### config.mk
export PLATFORM = sky130hd
export DESIGN_NAME = key_volume_ctrl
export DESIGN_NICKNAME = d
export VERILOG_FILES = /design/src/rtl/key_volume_ctrl.sv
export SDC_FILE = /design/constraint.sdc
export NUM_CORES = 1
export LEC_CHECK = 0
export BUFFER_PORTS_ARGS = -buffer_cell sky130_fd_sc_hd__buf_2
export CORE_UTILIZATION = 40
export DETAILED_ROUTE_END_ITERATION = 16
export GPL_ROUTABILITY_DRIVEN = 0
export PLACE_DENSITY_LB_ADDON = 0.25
export SYNTH_ARGS = -nofsm -noshare
export SYNTH_HDL_FRONTEND = slang
export SYNTH_SLANG_ARGS = --single-unit
### constraint.sdc
create_clock -name clk_in -period 2.2 [get_ports clk_in]
set_input_delay 0.66 -clock clk_in [delete_from_list [all_inputs] [get_ports clk_in]]
set_output_delay 0.66 -clock clk_in [all_outputs]
set_load 0.05 [all_outputs]
### src/rtl/key_volume_ctrl.sv
// Headphone-volume front end: turns debounced key pulses into WM8731 LHPOUT register
// writes over a req/ack handshake, coalescing presses that arrive while a write is pending.
module key_volume_ctrl #(
   parameter logic [6:0]  VOL_MIN   = 7'h30,
   parameter logic [6:0]  VOL_MAX   = 7'h7F,
   parameter logic [6:0]  VOL_DEF   = 7'h79,
   parameter int unsigned VOL_STEP  = 4,
   parameter logic [6:0]  MUTE_CODE = 7'h2F,
   parameter int unsigned TIMEOUT   = 1000
) (
   input  logic        clk_in,
   input  logic        rst,
   input  logic [2:0]  key_in,
   output logic        cfg_req,
   output logic [15:0] cfg_data,
   input  logic        cfg_ack,
   output logic [6:0]  vol_level,
   output logic        mute,
   output logic        cfg_err
);

   localparam int unsigned CNT_W    = $clog2(TIMEOUT);
   localparam logic [6:0]  CFG_ADDR = 7'h02;

   typedef enum logic {S_IDLE, S_REQ} state_t;

   state_t           state, state_nxt;
   logic             dirty, dirty_nxt;
   logic [CNT_W-1:0] cnt, cnt_nxt;
   logic             req_nxt, err_nxt, mute_nxt;
   logic [15:0]      data_nxt;
   logic [6:0]       vol_nxt;

   logic       key_mute_c, key_up_c, key_dn_c, key_evt_c;
   logic [7:0] up_sum_c, dn_diff_c, dn_floor_c;
   logic [6:0] vol_up_c, vol_dn_c, lhp_vol_c;
   logic [15:0] word_c;

   // Key decode: MUTE wins; UP and DOWN together cancel
   always_comb begin
      key_mute_c = key_in[2];
      key_up_c   = ~key_in[2] & key_in[0] & ~key_in[1];
      key_dn_c   = ~key_in[2] & key_in[1] & ~key_in[0];
      key_evt_c  = key_mute_c | key_up_c | key_dn_c;
   end

   // Saturating step arithmetic in 8 bits, clamped before narrowing
   always_comb begin
      up_sum_c   = {1'b0, vol_level} + 8'(VOL_STEP);
      dn_floor_c = {1'b0, VOL_MIN} + 8'(VOL_STEP);
      dn_diff_c  = {1'b0, vol_level} - 8'(VOL_STEP);
      vol_up_c   = (up_sum_c > {1'b0, VOL_MAX}) ? VOL_MAX : 7'(up_sum_c);
      vol_dn_c   = ({1'b0, vol_level} < dn_floor_c) ? VOL_MIN : 7'(dn_diff_c);
      lhp_vol_c  = mute ? MUTE_CODE : vol_level;
      word_c     = {CFG_ADDR, 1'b1, 1'b0, lhp_vol_c};
   end

   // Next-state and registered-output logic
   always_comb begin
      state_nxt = state;
      dirty_nxt = dirty;
      cnt_nxt   = cnt;
      req_nxt   = cfg_req;
      err_nxt   = cfg_err;
      data_nxt  = cfg_data;
      vol_nxt   = vol_level;
      mute_nxt  = mute;

      case (state)
         S_IDLE: begin
            if (dirty) begin
               data_nxt  = word_c;
               dirty_nxt = 1'b0;
               req_nxt   = 1'b1;
               cnt_nxt   = '0;
               state_nxt = S_REQ;
            end
         end
         S_REQ: begin
            if (cfg_ack) begin
               req_nxt   = 1'b0;
               err_nxt   = 1'b0;
               state_nxt = S_IDLE;
            end else if (cnt == CNT_W'(TIMEOUT - 1)) begin
               req_nxt   = 1'b0;
               err_nxt   = 1'b1;
               dirty_nxt = 1'b1;
               state_nxt = S_IDLE;
            end else begin
               cnt_nxt = cnt + CNT_W'(1);
            end
         end
         default: state_nxt = S_IDLE;
      endcase

      // A key event always leaves a fresh write pending, overriding any load above
      if (key_evt_c) begin
         dirty_nxt = 1'b1;
         if (key_mute_c) begin
            mute_nxt = ~mute;
         end else if (key_up_c) begin
            vol_nxt  = vol_up_c;
            mute_nxt = 1'b0;
         end else begin
            vol_nxt  = vol_dn_c;
            mute_nxt = 1'b0;
         end
      end
   end

   always_ff @(posedge clk_in) begin
      if (rst) begin
         state     <= S_IDLE;
         dirty     <= 1'b1;
         cnt       <= '0;
         cfg_req   <= 1'b0;
         cfg_err   <= 1'b0;
         cfg_data  <= 16'h0000;
         vol_level <= VOL_DEF;
         mute      <= 1'b0;
      end else begin
         state     <= state_nxt;
         dirty     <= dirty_nxt;
         cnt       <= cnt_nxt;
         cfg_req   <= req_nxt;
         cfg_err   <= err_nxt;
         cfg_data  <= data_nxt;
         vol_level <= vol_nxt;
         mute      <= mute_nxt;
      end
   end

endmodule

**After elaboration in Yosys (flattened, before gate mapping)**

Index checks and enable logic that the tools add are counted.

- Register bits: 30
- Bits of input ports: 6
- Word-level logic and storage cells: 59

- Add/sub/neg operators: 3
- $lt $le $gt $ge: 2
- Equality and inequality tests: 6
- Multiplexer cells: 21
- Bitwise operators: 11
- Reductions and logical operators: 8

Operators by type and width:

| operator | number |
|---|---|
| $mux W10 | 3 |
| $mux W7 | 4 |
| $pmux W10 S2 | 1 |
| $add A10 B1 Y10 const B | 1 |
| $eq A10 B10 Y1 const B | 1 |
| $mux W1 | 10 |
| $reduce_and A2 Y1 | 5 |
| $add A7 B3 Y8 const B | 1 |
| $gt A8 B7 Y1 const B | 1 |
| $lt A7 B6 Y1 const B | 1 |
| $sub A7 B3 Y7 const B | 1 |
| $ne A2 B2 Y1 const B | 3 |
| $pmux W1 S2 | 3 |
| $not A1 Y1 | 5 |
| $and A1 B1 Y1 | 4 |
| $ne A3 B2 Y1 const B | 1 |
| $reduce_and A3 Y1 | 1 |
| $ne A2 B1 Y1 const B | 1 |
| $or A1 B1 Y1 | 2 |
| $reduce_bool A2 Y1 | 1 |
| $reduce_or A2 Y1 | 1 |

**Longest topological paths before layout**

- Depth in word-level cells: 6
- Depth in mapped cells: 7

**Worst setup path before layout**

Ideal clock, no wire load.

- Path type: reg-to-reg
- From: register vol_level[2]
- To: register vol_level[3]
- Library setup time: 81 ps
- Arrival time: 1793 ps
- Path slack: 326 ps
- Stages on the path, launching flop included: 6
- Period minus slack after synthesis: 1874 ps
- Path through: dfxtp_1 buf_2 inv_1 ha_1 or4b_1 a41oi_1

- Longest elaborated chain between the ends: 4

RTL lines:

| element | line | text |
|---|---|---|
| from (decl) | 17 | `output logic [6:0] vol_level,` |
| from (signal assigned) | 128 | `vol_level <= vol_nxt;` |
| $add A7 B3 Y8 | 49 | `up_sum_c = {1'b0, vol_level} + 8'(VOL_STEP);` |
| $gt A8 B7 Y1 | 52 | `vol_up_c = (up_sum_c > {1'b0, VOL_MAX}) ? VOL_MAX : 7'(up_sum_c);` |
| $mux W7 | 52 |  |
| $mux W7 (*) | 101 | `end else if (key_up_c) begin` |

Every way passes the cells marked *; elsewhere a longest branch is shown, timed or not.
A chain may end at the register's enable or synchronous reset.

**Final worst setup path**

- From: register vol_level[4]
- To: output vol_level[4]

No word-level cell between the ends.

==> qor.csv <==
metric;value;unit
numClockSinks;30;
synth_edf_count;0;
antenna_found_initial;0;
fillers;377;
grt_setup_unrepaired;false;
muxShareOfSynthArea;2.00;%
die_h;65.8;microns
path_max_fanout;13;
worst-path-buf-inv;1;
cts_hold_buf;0;
grt_pass1_wl;5750;microns
grtUsageMet2;29.5;%
pin_count;32;
use_met3;5.69;%
peakVddDrop;0.000464;V
hold_class;reg2reg;
fp-row-count;22;
post_cts_resized;0;
synth-main-ff-cell;dfxtp_1;
hold_viol_final;0;
p_leak;0.696;nW
cpPeakStageDelay;0.57;ns
place_area;1700;sq um
synth-simple-area-share;32.5;%
drive_above_1_share;18.2;%
avgSynthCellArea;8.19;sq um
cp.arrival;1.21;ns
r2r-start;cnt[0]$_SDFFE_PP0P_;
clk_latency;0.28;ns
synth_xor_area_share;2.15;%
io_buffers;24;
finalCritPeriodShare;84.8;%
first_global_vias;1266;
fmax;536;MHz
hold_depth;2;
antenna_left;0;
cp_top_family;flip-flops;
via_count;1404;
layout.nets;222;
postCtsSetupBuffers;0;
cap_violations;0;
vias_per_cell;5.36;
crit_path_top_delay_cell;dfxtp_1;
crit_chain;buf_2;
synthAdderAreaFrac;2.30;%
synthCells;199;
synth_top_family_by_area;simple AND/OR/NAND/NOR gates;
required;1.54;ns
skew;0.00705;ns
finalWirelength;3440;microns
post-route-min-period;1.87;ns
use_met1;20.9;%
grt-busiest-layer;met2;
start_util;43.2;%
core_area;3770;sq um
dp_hpwl;2380;microns
finalSetupTns;0;ns
synth.distinct_cells;49;
drt-wirelength-per-cell;13.1;microns
grtUsageTotal;17.3;%
ys_seq_area_share;36.9;%
fp.dieArea;4330;sq um
critical_path_class;reg2out;
cts_root_buf;clkbuf_8;
diodes;0;
die_x;65.8;microns
reg2regPathDepth;5;
final-setup-viol-count;0;
run_status;complete, no violations;
synth-compound-area-share;14.4;%
htreeDepth;2;
async_flop_share;0;%
reg2reg_slack;0.48;ns
clk_pin_slew_worst_paths;0.07;ns
ys_seq_elements;30;
syn2layout_area_growth;9.68;%
finalMaxSlewViolations;0;
grt_max_degree;29;
syn_area;1630;sq um
cp-start-kind;flop;
yosysWarnings;0;
overflow;0;
cts_made_buffers;5;
powerDensity;774;nW/um^2
worstReg2RegEnd;cfg_err$_SDFFE_PP0P_;
fin_area;1790;sq um
hp-start;cfg_data[6]$_SDFFE_PP0P_;
worst_setup_path_end_kind;primary output;
clk_path_buf_depth;2;
worstHoldEndpoint;cfg_data[6]$_SDFFE_PP0P_;
drt_iter0_drc;99;
drc_errors;0;
drt_pass1_iterations;4;
cts_tree;built;
-- metal layers --
layer	share of wire, %	wire (microns)	up-vias
met5	0	0	-
met4	0.64	22	0
li1	-	-	721
met2	47	1630	30
met1	48	1630	649
met3	4.3	149	4
-- placed cells by master (no fill, tap or decap), drive strengths merged, types with 2 or more instances in the layout --
cell type | Yosys | layout
xnor2 | 3 | 3
clkbuf | 6 | 7
mux2 | 2 | 2
a31o | 2 | 2
nand3b | 5 | 5
a211oi | 2 | 2
o21bai | 2 | 2
a21oi | 12 | 12
buf | 17 | 24
inv | 5 | 5
conb | 1 | 7
a41oi | 2 | 2
or4b | 2 | 2
o31ai | 2 | 2
ha | 3 | 3
nor2b | 2 | 2
nor2 | 24 | 24
and2b | 2 | 2
nor3 | 17 | 17
nand4b | 3 | 3
dfxtp | 30 | 30
nand2b | 4 | 4
nand4 | 4 | 4
o21ai | 4 | 4
or3 | 5 | 5
nand3 | 11 | 11
nand2 | 11 | 11
o22ai | 2 | 2
-- layout make-up --
class / instances / area (sq um) / area share [%]
clock buffers: 7 / 86.3 / 4.83
clock inverters: 1 / 5.00 / 0.280
inverters: 5 / 18.8 / 1.05
multi-input cells: 147 / 896 / 50.1
flip-flops and latches: 30 / 601 / 33.6
well taps: 48 / 60.1 / 3.36
repair buffers: 24 / 120 / 6.72
-- Yosys cell counts (5+ instances only) --
library cell  number  area (sq um)
or3_1              5          31.3
a21oi_1           12          60.1
nand3_1           10          50.1
clkbuf_1           6          22.5
nand3b_1           5          37.5
buf_2              7          35.0
nand2_1           11          41.3
buf_4              9          67.6
nor3_1            16          80.1
dfxtp_1           30           601
nor2_1            24          90.1
-- sequential cells by signal, indices dropped and copies added, names as in the netlist --
register   flops
dirty          1
state          1
cfg_data       8
cfg_req        1
vol_level      7
cfg_err        1
cnt           10
mute           1
-- how the worst max path moves through the flow --
| stage | startpoint | to | slack [ns] | cells past startpoint |
|---|---|---|---|---|
| after global routing | vol_level[4]$_SDFFE_PP1P_ | vol_level[4] | 0.26 | 1 |
| after CTS | vol_level[3]$_SDFFE_PP1P_ | vol_level[3] | 0.32 | 1 |
| after detailed placement | cfg_ack | cnt[9]$_SDFFE_PP0P_ | 0.33 | 5 |
| final | vol_level[4]$_SDFFE_PP1P_ | vol_level[4] | 0.33 | 1 |
| after global placement | cfg_ack | cnt[3]$_SDFFE_PP0P_ | 0.37 | 5 |
| after floorplan | vol_level[2]$_SDFFE_PP0P_ | vol_level[3]$_SDFFE_PP1P_ | 0.33 | 5 |
-- metrics by stage --
| step | utilization, % | hold slack (ns) | setup WS [ns] | cells | power, mW |
|---|---|---|---|---|---|
| 6_report | 47.4 | 0.456 | 0.335 | 262 | 1.38 |
| 5_1_grt | 47.4 | 0.475 | 0.262 | 262 | 1.44 |
| 4_1_cts | 47.4 | 0.457 | 0.319 | 262 | 1.40 |
| 3_5_place_dp | 45.0 | 0.445 | 0.335 | 254 | 0.932 |
| 3_3_place_gp | 45.0 | 0.444 | 0.369 | 254 | 0.932 |
| 2_1_floorplan | - | 0.489 | 0.326 | 205 | 0.891 |
-- logic make-up after synthesis --
family                     Yosys count
DFF                                 30
AOI/OAI and AO/OA                   35
buffers and inverters               28
other                                1
xor gates and xnor gates             4
muxes                                3
adders and majority gates            3
and+or+nand+nor                     95
-- report_power, final --
part           total, mW  internal, mW  switching, mW  leakage (nW)
combinational      0.299        0.0782          0.221         0.402
clock              0.464         0.252          0.212        0.0482
sequential         0.619         0.575         0.0440         0.246
-- worst reg2reg max path, cell delays in order (launching register included) --
cell      delay (ns)
dfxtp_1         0.43
ha_1            0.31
nand4_2         0.18
nor3_2          0.38
nand2_1         0.09
a221oi_1        0.22
(Power assumes the default switching activity.)
